==> config.mk <==
export PLATFORM = sky130hd
export DESIGN_NAME = gpu_rect_engine_flat
export DESIGN_NICKNAME = d
export VERILOG_FILES = /design/src/rtl/gpu_rect_engine_if.sv /design/src/rtl/gpu_rect_engine.sv /design/src/flat_wrapper.sv
export SDC_FILE = /design/constraint.sdc
export NUM_CORES = 1
export LEC_CHECK = 0
export ABC_AREA = 1
export ABC_CLOCK_PERIOD_IN_PS = 6700
export CAP_MARGIN = 40
export CORE_MARGIN = 3
export CORE_UTILIZATION = 55
export DETAILED_ROUTE_END_ITERATION = 10
export GPL_ROUTABILITY_DRIVEN = 0
export PLACE_DENSITY = 0.78
export SKIP_LAST_GASP = 1
export SLEW_MARGIN = 25
export SYNTH_ARGS = -nofsm -noshare
export SYNTH_HDL_FRONTEND = slang
export SYNTH_SLANG_ARGS = --single-unit
==> constraint.sdc <==
create_clock -name clk -period 6.7 [get_ports clk]
set_input_delay 1.34 -clock clk [delete_from_list [all_inputs] [get_ports clk]]
set_output_delay 1.34 -clock clk [all_outputs]
set_load 0.02 [all_outputs]
==> src/rtl/gpu_rect_engine_if.sv <==
// Op type shared with the cpu, plus the engine's op / sprite-ROM / framebuffer bus bundle.
// The engine takes the slave side; the cpu, ROM and framebuffer controller take the master side.
package gpu_rect_pkg;
  localparam int GPU_COLOR_W    = 12;
  localparam int GPU_MEM_ADDR_W = 16;

  typedef struct packed {
    logic [10:0]               x;
    logic [10:0]               y;
    logic [10:0]               width;
    logic [10:0]               height;
    logic [GPU_COLOR_W-1:0]    color;
    logic                      mem_en;
    logic [GPU_MEM_ADDR_W-1:0] mem_addr;
    logic                      scale;
  } gpu_op_t;
endpackage

interface gpu_rect_engine_if #(
  parameter int FB_ADDR_W = 19
) ();
  import gpu_rect_pkg::*;

  gpu_op_t                   op;
  logic                      op_valid;
  logic                      op_ready;
  logic [GPU_MEM_ADDR_W-1:0] mem_rd_addr;
  logic                      mem_rd_en;
  logic [GPU_COLOR_W-1:0]    mem_rd_data;
  logic [FB_ADDR_W-1:0]      fb_addr;
  logic [GPU_COLOR_W-1:0]    fb_data;
  logic                      fb_we;
  logic                      fb_ready;

  modport slave (
    input  op, op_valid, mem_rd_data, fb_ready,
    output op_ready, mem_rd_addr, mem_rd_en, fb_addr, fb_data, fb_we
  );

  modport master (
    output op, op_valid, mem_rd_data, fb_ready,
    input  op_ready, mem_rd_addr, mem_rd_en, fb_addr, fb_data, fb_we
  );
endinterface

==> src/rtl/gpu_rect_engine.sv <==
// Rasterises one rectangle op at a time into the framebuffer, solid fill or sprite texels,
// with 2x zoom, transparency skip and screen clipping; fb writes are held until fb_ready.
module gpu_rect_engine
  import gpu_rect_pkg::*;
#(
  parameter int                  HOR_ACTIVE_PIXELS = 640,
  parameter int                  VER_ACTIVE_PIXELS = 480,
  parameter int                  COLOR_W           = GPU_COLOR_W,
  parameter int                  MEM_ADDR_W        = GPU_MEM_ADDR_W,
  parameter int                  FB_ADDR_W         = 19,
  parameter logic [COLOR_W-1:0]  TRANSPARENT_COLOR = 12'hF0F
) (
  input  logic             clk,
  input  logic             rst,
  gpu_rect_engine_if.slave bus
);

  typedef enum logic [1:0] {IDLE, FILL, FETCH, WRITE} state_t;

  state_t                state_q, state_d;
  logic                  op_ready_q, op_ready_d;
  logic [10:0]           x_q, x_d, y_q, y_d, w_q, w_d, h_q, h_d;
  logic [COLOR_W-1:0]    color_q, color_d;
  logic                  scale_q, scale_d;
  logic                  empty_q, empty_d;
  logic [11:0]           px_q, px_d, py_q, py_d;
  logic [FB_ADDR_W-1:0]  fb_row_q, fb_row_d;
  logic [MEM_ADDR_W-1:0] tex_row_q, tex_row_d;
  logic [COLOR_W-1:0]    texel_q, texel_d;
  logic                  stall_q, stall_d;

  logic [11:0]           dw, dh, tex_col;
  logic [12:0]           sx, sy;
  logic                  clipped, last_px, last_py, advance;
  logic [COLOR_W-1:0]    texel;
  logic [FB_ADDR_W-1:0]  fb_addr_o;
  logic [COLOR_W-1:0]    fb_data_o;
  logic                  fb_we_o, mem_rd_en_o;
  logic [MEM_ADDR_W-1:0] mem_rd_addr_o;

  assign dw      = {1'b0, w_q} << scale_q;
  assign dh      = {1'b0, h_q} << scale_q;
  // 13-bit destination so x + px never wraps back onto the screen
  assign sx      = 13'(x_q) + 13'(px_q);
  assign sy      = 13'(y_q) + 13'(py_q);
  assign clipped = (sx >= 13'(HOR_ACTIVE_PIXELS)) || (sy >= 13'(VER_ACTIVE_PIXELS));
  assign last_px = (px_q == dw - 12'd1);
  assign last_py = (py_q == dh - 12'd1);
  assign tex_col = scale_q ? (px_q >> 1) : px_q;
  // ROM data is only valid the cycle after the strobe; a stalled write replays the captured copy
  assign texel   = stall_q ? texel_q : bus.mem_rd_data;

  always_comb begin
    state_d       = state_q;
    x_d           = x_q;
    y_d           = y_q;
    w_d           = w_q;
    h_d           = h_q;
    color_d       = color_q;
    scale_d       = scale_q;
    empty_d       = empty_q;
    px_d          = px_q;
    py_d          = py_q;
    fb_row_d      = fb_row_q;
    tex_row_d     = tex_row_q;
    texel_d       = texel_q;
    stall_d       = stall_q;
    advance       = 1'b0;
    fb_we_o       = 1'b0;
    fb_addr_o     = '0;
    fb_data_o     = '0;
    mem_rd_en_o   = 1'b0;
    mem_rd_addr_o = '0;

    case (state_q)
      IDLE: begin
        if (bus.op_valid && op_ready_q) begin
          x_d       = bus.op.x;
          y_d       = bus.op.y;
          w_d       = bus.op.width;
          h_d       = bus.op.height;
          color_d   = bus.op.color;
          scale_d   = bus.op.scale;
          empty_d   = (bus.op.width == 11'd0) || (bus.op.height == 11'd0);
          px_d      = '0;
          py_d      = '0;
          stall_d   = 1'b0;
          fb_row_d  = FB_ADDR_W'(bus.op.y) * FB_ADDR_W'(HOR_ACTIVE_PIXELS);
          tex_row_d = bus.op.mem_addr;
          state_d   = (empty_d || !bus.op.mem_en) ? FILL : FETCH;
        end
      end
      FILL: begin
        if (empty_q) begin
          state_d = IDLE;
        end else begin
          fb_we_o   = !clipped;
          fb_addr_o = fb_row_q + FB_ADDR_W'(sx);
          fb_data_o = color_q;
          advance   = clipped || bus.fb_ready;
        end
      end
      FETCH: begin
        mem_rd_en_o   = 1'b1;
        mem_rd_addr_o = tex_row_q + MEM_ADDR_W'(tex_col);
        stall_d       = 1'b0;
        state_d       = WRITE;
      end
      WRITE: begin
        texel_d = texel;
        if (clipped || texel == TRANSPARENT_COLOR) begin
          advance = 1'b1;
        end else begin
          fb_we_o   = 1'b1;
          fb_addr_o = fb_row_q + FB_ADDR_W'(sx);
          fb_data_o = texel;
          advance   = bus.fb_ready;
        end
        stall_d = !advance;
      end
      default: state_d = IDLE;
    endcase

    if (advance) begin
      if (last_px) begin
        px_d     = '0;
        py_d     = py_q + 12'd1;
        fb_row_d = fb_row_q + FB_ADDR_W'(HOR_ACTIVE_PIXELS);
        // zoomed sprites reuse each texel row for two screen rows
        if (!scale_q || py_q[0]) tex_row_d = tex_row_q + MEM_ADDR_W'(w_q);
      end else begin
        px_d = px_q + 12'd1;
      end
      if (last_px && last_py) state_d = IDLE;
      else if (state_q == WRITE) state_d = FETCH;
    end

    op_ready_d = (state_d == IDLE);
  end

  always_ff @(posedge clk or posedge rst) begin
    if (rst) begin
      state_q    <= IDLE;
      op_ready_q <= 1'b1;
      x_q        <= '0;
      y_q        <= '0;
      w_q        <= '0;
      h_q        <= '0;
      color_q    <= '0;
      scale_q    <= 1'b0;
      empty_q    <= 1'b0;
      px_q       <= '0;
      py_q       <= '0;
      fb_row_q   <= '0;
      tex_row_q  <= '0;
      texel_q    <= '0;
      stall_q    <= 1'b0;
    end else begin
      state_q    <= state_d;
      op_ready_q <= op_ready_d;
      x_q        <= x_d;
      y_q        <= y_d;
      w_q        <= w_d;
      h_q        <= h_d;
      color_q    <= color_d;
      scale_q    <= scale_d;
      empty_q    <= empty_d;
      px_q       <= px_d;
      py_q       <= py_d;
      fb_row_q   <= fb_row_d;
      tex_row_q  <= tex_row_d;
      texel_q    <= texel_d;
      stall_q    <= stall_d;
    end
  end

  assign bus.op_ready    = op_ready_q;
  assign bus.fb_we       = fb_we_o;
  assign bus.fb_addr     = fb_addr_o;
  assign bus.fb_data     = fb_data_o;
  assign bus.mem_rd_en   = mem_rd_en_o;
  assign bus.mem_rd_addr = mem_rd_addr_o;

endmodule

==> src/flat_wrapper.sv <==
// flat-port wrapper written by rule: the top's interface ports become plain ports
module gpu_rect_engine_flat import gpu_rect_pkg::*;
#(
  parameter int                  HOR_ACTIVE_PIXELS = 640,
  parameter int                  VER_ACTIVE_PIXELS = 480,
  parameter int                  COLOR_W           = GPU_COLOR_W,
  parameter int                  MEM_ADDR_W        = GPU_MEM_ADDR_W,
  parameter int                  FB_ADDR_W         = 19,
  parameter logic [COLOR_W-1:0]  TRANSPARENT_COLOR = 12'hF0F
)
  (clk, rst, bus_op, bus_op_valid, bus_mem_rd_data, bus_fb_ready, bus_op_ready, bus_mem_rd_addr, bus_mem_rd_en, bus_fb_addr, bus_fb_data, bus_fb_we);
  gpu_rect_engine_if #(.FB_ADDR_W(FB_ADDR_W)) bus_i ();
  input  logic clk;
  input  logic rst;
  input wire logic [$bits(bus_i.op)-1:0] bus_op;
  input wire logic [$bits(bus_i.op_valid)-1:0] bus_op_valid;
  input wire logic [$bits(bus_i.mem_rd_data)-1:0] bus_mem_rd_data;
  input wire logic [$bits(bus_i.fb_ready)-1:0] bus_fb_ready;
  output wire logic [$bits(bus_i.op_ready)-1:0] bus_op_ready;
  output wire logic [$bits(bus_i.mem_rd_addr)-1:0] bus_mem_rd_addr;
  output wire logic [$bits(bus_i.mem_rd_en)-1:0] bus_mem_rd_en;
  output wire logic [$bits(bus_i.fb_addr)-1:0] bus_fb_addr;
  output wire logic [$bits(bus_i.fb_data)-1:0] bus_fb_data;
  output wire logic [$bits(bus_i.fb_we)-1:0] bus_fb_we;
  assign bus_i.op = bus_op;
  assign bus_i.op_valid = bus_op_valid;
  assign bus_i.mem_rd_data = bus_mem_rd_data;
  assign bus_i.fb_ready = bus_fb_ready;
  assign bus_op_ready = bus_i.op_ready;
  assign bus_mem_rd_addr = bus_i.mem_rd_addr;
  assign bus_mem_rd_en = bus_i.mem_rd_en;
  assign bus_fb_addr = bus_i.fb_addr;
  assign bus_fb_data = bus_i.fb_data;
  assign bus_fb_we = bus_i.fb_we;
  gpu_rect_engine #(.HOR_ACTIVE_PIXELS(HOR_ACTIVE_PIXELS), .VER_ACTIVE_PIXELS(VER_ACTIVE_PIXELS), .COLOR_W(COLOR_W), .MEM_ADDR_W(MEM_ADDR_W), .FB_ADDR_W(FB_ADDR_W), .TRANSPARENT_COLOR(TRANSPARENT_COLOR)) u_core (.clk(clk), .rst(rst), .bus(bus_i));
endmodule
## Word-level counts from Yosys, hierarchy flattened

Cells that the tools add are included.

- Word-level logic and storage cells: 102
- Flip-flop bits (word level): 133

- Order comparisons: 2
- Shift operators: 2
- $add $sub $neg: 10
- $mul: 1
- Reduce and logical (&&, ||, !) cells: 22
- Multiplexer cells: 43
- Equal/unequal tests: 7

Operators with widths:

| cell | count |
|---|---|
| $mux 12 | 12 |
| $mux 19 | 6 |
| $mux 16 | 6 |
| $pmux 19 s2 | 1 |
| $add 11x12->13 | 2 |
| $add 12x1->12 const B | 2 |
| $eq 12x12->1 | 2 |
| $pmux 12 s2 | 1 |
| $shl 11x1->12 | 2 |
| $sub 12x1->12 const B | 2 |
| $logic_not 11->1 | 2 |
| $add 19x10->19 const B | 1 |
| $add 19x13->19 | 1 |
| $add 16x11->16 | 1 |
| $add 16x12->16 | 1 |
| $ge 13x10->1 const B | 1 |
| $ge 13x9->1 const B | 1 |
| $eq 12x12->1 const B | 1 |
| $mul 11x3->12 const B | 1 |
| $mux 2 | 6 |
| $mux 1 | 7 |
| $logic_or 1x1->1 | 6 |
| $pmux 2 s3 | 1 |
| $reduce_and 2->1 | 3 |
| other kinds (10) | 18 |

## Longest topological paths before layout

- Depth after elaboration: 10
- Mapped depth: 24
- Mapped depth without buffers: 24

## Worst setup path after synthesis

OpenSTA, ideal clock, no wires.

- Path kind: reg2out
- Start: reg u_core.px_q[0]
- End: out bus_fb_addr[17]
- Data required time: 5,360 ps
- Arrival: 3,084 ps
- Path slack: 2,276 ps
- Cell stages (with the launch flop): 25
- Path through: dfrtp_1 -> ha_1 -> inv_1 -> fa_1 -> inv_1 -> nand2_1 -> nand2_1 -> nand3_1 -> nand2_1 -> nand2_1 -> nand2_1 -> nand2_1 -> nand2_1 -> inv_1 -> ha_1 -> nand2_1 -> nor3_1 -> nand3_1 -> o2111ai_1 -> nand3_1 -> nand2_1 -> nand2_1 -> nand2_1 -> nand3_1 -> nor2_1

- Cells in the longest elaborated chain, start to end: 6
- Elaborated cells between the ends (all ways): 8

Ends and longest elaborated chain:

| element | RTL line | source |
|---|---|---|
| from (decl) | gpu_rect_engine.sv:26 | `logic [11:0] px_q, px_d, py_q, py_d;` |
| from (signal assigned) | gpu_rect_engine.sv:168 | `px_q <= px_d;` |
| $add 11x12->13 (*) | gpu_rect_engine.sv:44 | `assign sx = 13'(x_q) + 13'(px_q);` |
| $ge 13x10->1 | gpu_rect_engine.sv:46 | `assign clipped = (sx >= 13'(HOR_ACTIVE_PIXELS)) \|\| (sy >= 13'(VER_ACTIVE_PIXELS));` |
| $logic_or 1x1->1 | gpu_rect_engine.sv:46 |  |
| $logic_or 1x1->1 | gpu_rect_engine.sv:111 | `if (clipped \|\| texel == TRANSPARENT_COLOR) begin` |
| $mux 19 | gpu_rect_engine.sv:111 |  |
| $pmux 19 s2 (*) | gpu_rect_engine.sv:75 | `case (state_q)` |
| to (decl) | flat_wrapper.sv:22 | `output wire logic [$bits(bus_i.fb_addr)-1:0] bus_fb_addr;` |

Every way passes the cells marked *; elsewhere a longest branch is shown, timed or not.

## Final worst setup path

Same ends and word-level chain as after synthesis.

==> results summary <==
The sum of net half-perimeters after detailed placement is 26.8 mm. The detailed-route via count came out at 12.8k. CTS placed an instance of sky130_fd_sc_hd__clkbuf_16 at the clock tree root. The vertical die dimension came out at 155 um. The number of gates resized after CTS was 0. The minimum hold slack came out at 477 ps.

The worst setup path is of the reg2out kind. Of all flip-flops after synthesis, the portion carrying an async set or reset was 100%. The net count reported at finish came out at 2216. The cts-stage hold buffer count came out at 0. The number of remaining DRC errors is 0.

For the pin with the worst max-slew slack, the measured transition is 730 ps. The H-tree depth came out at 4. Setup repair after global routing left no endpoint under its margin. The CTS tree is yes.

The die footprint is 24100 um^2. For this run, the number of Yosys warnings is 0. Global routing consumed, over all layers together, 29.7% of the routing resources. The total overflow reported by the global router is 0. The total power is 1.91 mW. Counting flops and latches in the post-synthesis netlist gives 133. The switching part of the total power came out at 25.1%. The number of max-capacitance violations reported came out at 0. The number of hold violations in the final report came out at 0. The count of routing violations after the opening detailed-route iteration is 1095. Along the worst path, the maximum fanout reaches 6. The number of sinks on the clock net is 133. For this run, the top clock speed supported by timing is 175 MHz. Compared with the post-synthesis result, the final layout area differs by 17.7%. The net count of the mapped netlist is 2110. The number of global-route vias before repair is 12.1k.

The count of distinct cell types in the synthesized netlist came out at 48. The number of synthesized flops with an enable pin is 0. The global-route wire length before repair came out at 59.1 mm. The detailed-routing iteration count for the pre-antenna-repair pass is 6. The class of the most critical hold timing path is reg2reg. The longest clock path from root to sink contains 2 buffers. Sequential elements use 27.2% of the synthesized area. The number of top-level pins is 140.

The final total negative setup slack is 0 ps. The per-cell via count in the routed design is 5.52. The final count of pins violating max slew came out at 0. The proportion of power drawn by flip-flops and latches is 42.2%. The final period demand of the worst path is 5710 ps.

Post-CTS timing repair inserted 0 buffers for setup. The relative contribution of the clock network to total power came out at 50.7%. The final critical-path setup slack came out at 992 ps.

The worst setup path is captured at an output port. The clock edge transition at the registers on the reported setup and hold paths is 60 ps. Setup violations remaining at the end of the flow were counted as 0.

The relative max-transition margin is 51.3%. The cell leakage power came out at 7.60 nW. The minimum setup slack after placement is 1490 ps. The non-filler instance count after layout is 2326.

Combinational logic is responsible for 7.1% of the overall power. The run finished with clean final reports. The leading register cell type out of synthesis is sky130_fd_sc_hd__dfrtp_1. In the synthesized netlist, the number of instances is 1932. The endpoint arrival time on the critical path is 4370 ps. For the worst setup path, the data required time is 5360 ps. The total of buffers placed on input and output ports came out at 139. The initial antenna violation count came out at 0.

The final setup skew came out at 12.2 ps. Clock tree synthesis inserted a total of 17 buffers. The internal portion of total power is 1.43 mW. The clock latency on the worst-skew pair is 440 ps. The final routed wirelength across all metal layers came out at 35.9 mm. After synthesis the cells add up to 12300 um^2. The core area is 21500 um^2. A synthesized cell averages 6.35 um^2. The final critical-path share of the clock period is 85.2%.

The share of cells above drive strength 1 came out at 4.49%. The initial utilization of the core area, before any placement, comes to 57.1%. The count of inserted antenna diode cells is 0.

The nature of the critical path startpoint is a flip-flop. The power per cell area came out at 132 nW/um^2. The net switching component of the power is 0.480 mW. IR analysis of the VDD net gives a maximum drop of 136 uV. The remaining number of nets flagged by the antenna check after routing is 0.

The cell count after placement is 2292. Entering global routing, the biggest net connects 83 pins. The row count came out at 53. In the final routed layout, each cell accounts on average for 15.4 um. The width of the die came out at 155 um.
==> critical path, stage by stage, from the launching register on <==
cell,delay (ps)
sky130_fd_sc_hd__dfrtp_1,430
sky130_fd_sc_hd__ha_1,240
sky130_fd_sc_hd__inv_1,70
sky130_fd_sc_hd__fa_1,390
sky130_fd_sc_hd__inv_1,70
sky130_fd_sc_hd__nand2_1,40
sky130_fd_sc_hd__nand2_1,80
sky130_fd_sc_hd__nand3_1,90
sky130_fd_sc_hd__nand2_1,120
sky130_fd_sc_hd__nand2_1,70
sky130_fd_sc_hd__nand2_1,60
sky130_fd_sc_hd__nand2_1,50
sky130_fd_sc_hd__nand2_1,80
sky130_fd_sc_hd__inv_1,80
sky130_fd_sc_hd__ha_1,300
sky130_fd_sc_hd__nand2_1,70
sky130_fd_sc_hd__nor3_1,200
sky130_fd_sc_hd__nand3_1,110
sky130_fd_sc_hd__o2111ai_1,140
sky130_fd_sc_hd__nand3_1,150
sky130_fd_sc_hd__nand2_1,150
sky130_fd_sc_hd__nand2_1,70
sky130_fd_sc_hd__nand2_1,70
sky130_fd_sc_hd__nand3_1,70
sky130_fd_sc_hd__nor2_1,120
sky130_fd_sc_hd__clkdlybuf4s50_1,620
==> worst paths after layout <==
path                       slack [ps]                  end           start  cells after the start
max in group asynchronous        4130  u_core.bus.op_ready             rst                      4
setup / recovery                  990      bus_fb_addr[17]  u_core.px_q[0]                     25
min in group asynchronous        1370   u_core.fb_row_q[4]             rst                      2
hold / removal                    480        u_core.y_q[9]   u_core.y_q[9]                      2
setup reg to reg                 2880    u_core.state_q[1]  u_core.scale_q                     16
hold reg to reg                   480        u_core.y_q[9]   u_core.y_q[9]                      2
==> flip-flops by register name, summed over array words and instances, names as in the netlist <==
register / flops
u_core.bus.op_ready: 1
u_core.color_q: 12
u_core.empty_q: 1
u_core.fb_row_q: 19
u_core.h_q: 11
u_core.px_q: 12
u_core.py_q: 12
u_core.scale_q: 1
u_core.stall_q: 1
u_core.state_q: 2
u_core.tex_row_q: 16
u_core.texel_q: 12
u_core.w_q: 11
u_core.x_q: 11
u_core.y_q: 11
==> cells in the final DEF, fill, tap and decap left out, types with 50 or more instances in the layout <==
cell type	count
sky130_fd_sc_hd__a21oi_1	73
sky130_fd_sc_hd__clkdlybuf4s50_1	139
sky130_fd_sc_hd__dfrtp_1	131
sky130_fd_sc_hd__ha_1	82
sky130_fd_sc_hd__inv_1	241
sky130_fd_sc_hd__nand2_1	682
sky130_fd_sc_hd__nand3_1	108
sky130_fd_sc_hd__nor2_1	142
sky130_fd_sc_hd__o21ai_0	175
sky130_fd_sc_hd__xor2_1	50
==> routing by layer <==
layer  global-route usage [%]  vias to the layer above  part of all wire (%)
li1                         -                     6377                     -
met1                     40.0                     5865                    43
met2                     49.0                      528                    47
met3                     5.90                       67                   8.4
met4                     8.25                        0                   2.2
met5                        0                        -                     0
==> final cells by class <==
type                    instances  area [um^2]
clock buffers                  17          425
clock inverters                15          170
fillers                      1885         7050
inverters                     247          932
multi-input cells            1487         7680
flip-flops and latches        133         3330
well taps                     275          344
repair buffers                152         1550
==> cell usage after synthesis, types with 5 or more instances <==
| library cell | n | area (um^2) |
|---|---|---|
| sky130_fd_sc_hd__a21oi_1 | 73 | 365 |
| sky130_fd_sc_hd__a31oi_1 | 5 | 31.3 |
| sky130_fd_sc_hd__buf_2 | 16 | 80.1 |
| sky130_fd_sc_hd__clkbuf_1 | 38 | 143 |
| sky130_fd_sc_hd__dfrtp_1 | 132 | 3300 |
| sky130_fd_sc_hd__fa_1 | 6 | 120 |
| sky130_fd_sc_hd__ha_1 | 82 | 1030 |
| sky130_fd_sc_hd__inv_1 | 242 | 908 |
| sky130_fd_sc_hd__nand2_1 | 682 | 2560 |
| sky130_fd_sc_hd__nand3_1 | 108 | 541 |
| sky130_fd_sc_hd__nand4_1 | 20 | 125 |
| sky130_fd_sc_hd__nor2_1 | 143 | 537 |
| sky130_fd_sc_hd__nor2_2 | 5 | 31.3 |
| sky130_fd_sc_hd__nor3_1 | 26 | 130 |
| sky130_fd_sc_hd__nor4_1 | 6 | 37.5 |
| sky130_fd_sc_hd__o21a_1 | 5 | 37.5 |
| sky130_fd_sc_hd__o21ai_0 | 175 | 876 |
| sky130_fd_sc_hd__o21ai_1 | 7 | 35.0 |
| sky130_fd_sc_hd__o21ai_2 | 10 | 87.6 |
| sky130_fd_sc_hd__o21bai_1 | 5 | 37.5 |
| sky130_fd_sc_hd__o22ai_1 | 15 | 93.8 |
| sky130_fd_sc_hd__or2_2 | 15 | 93.8 |
| sky130_fd_sc_hd__xnor2_1 | 24 | 210 |
| sky130_fd_sc_hd__xor2_1 | 50 | 438 |
==> cells by family (layout without fill, tap and decap cells) <==
| kind of cell | after synthesis | in the layout | share of synthesized area, % |
|---|---|---|---|
| AND/OR/NAND/NOR | 1017 | 1017 | 34.2 |
| buffers and inverters | 312 | 431 | 10.3 |
| AO/OA/AOI/OAI | 306 | 306 | 13.5 |
| flip-flops | 133 | 133 | 27.2 |
| adder cells (fa/ha/maj) | 88 | 88 | 9.35 |
| XOR/XNOR | 76 | 76 | 5.60 |
==> through the flow <==
stage	util, %	instance area [um^2]
6_report	67.2	14400
3_3_place_gp	63.9	13700
4_1_cts	67.1	14400
5_1_grt	67.2	14400
3_5_place_dp	64.3	13800
2_1_floorplan	-	12300
==> power groups by stage <==
stage	registers (mW)	logic (mW)	clock network, mW
2_1_floorplan	0.822	0.0535	0
3_3_place_gp	0.822	0.131	0
3_5_place_dp	0.822	0.134	0
4_1_cts	0.808	0.135	0.976
5_1_grt	0.807	0.149	1.02
6_report	0.808	0.135	0.969
Note: power is estimated with default switching activity, not from simulation.
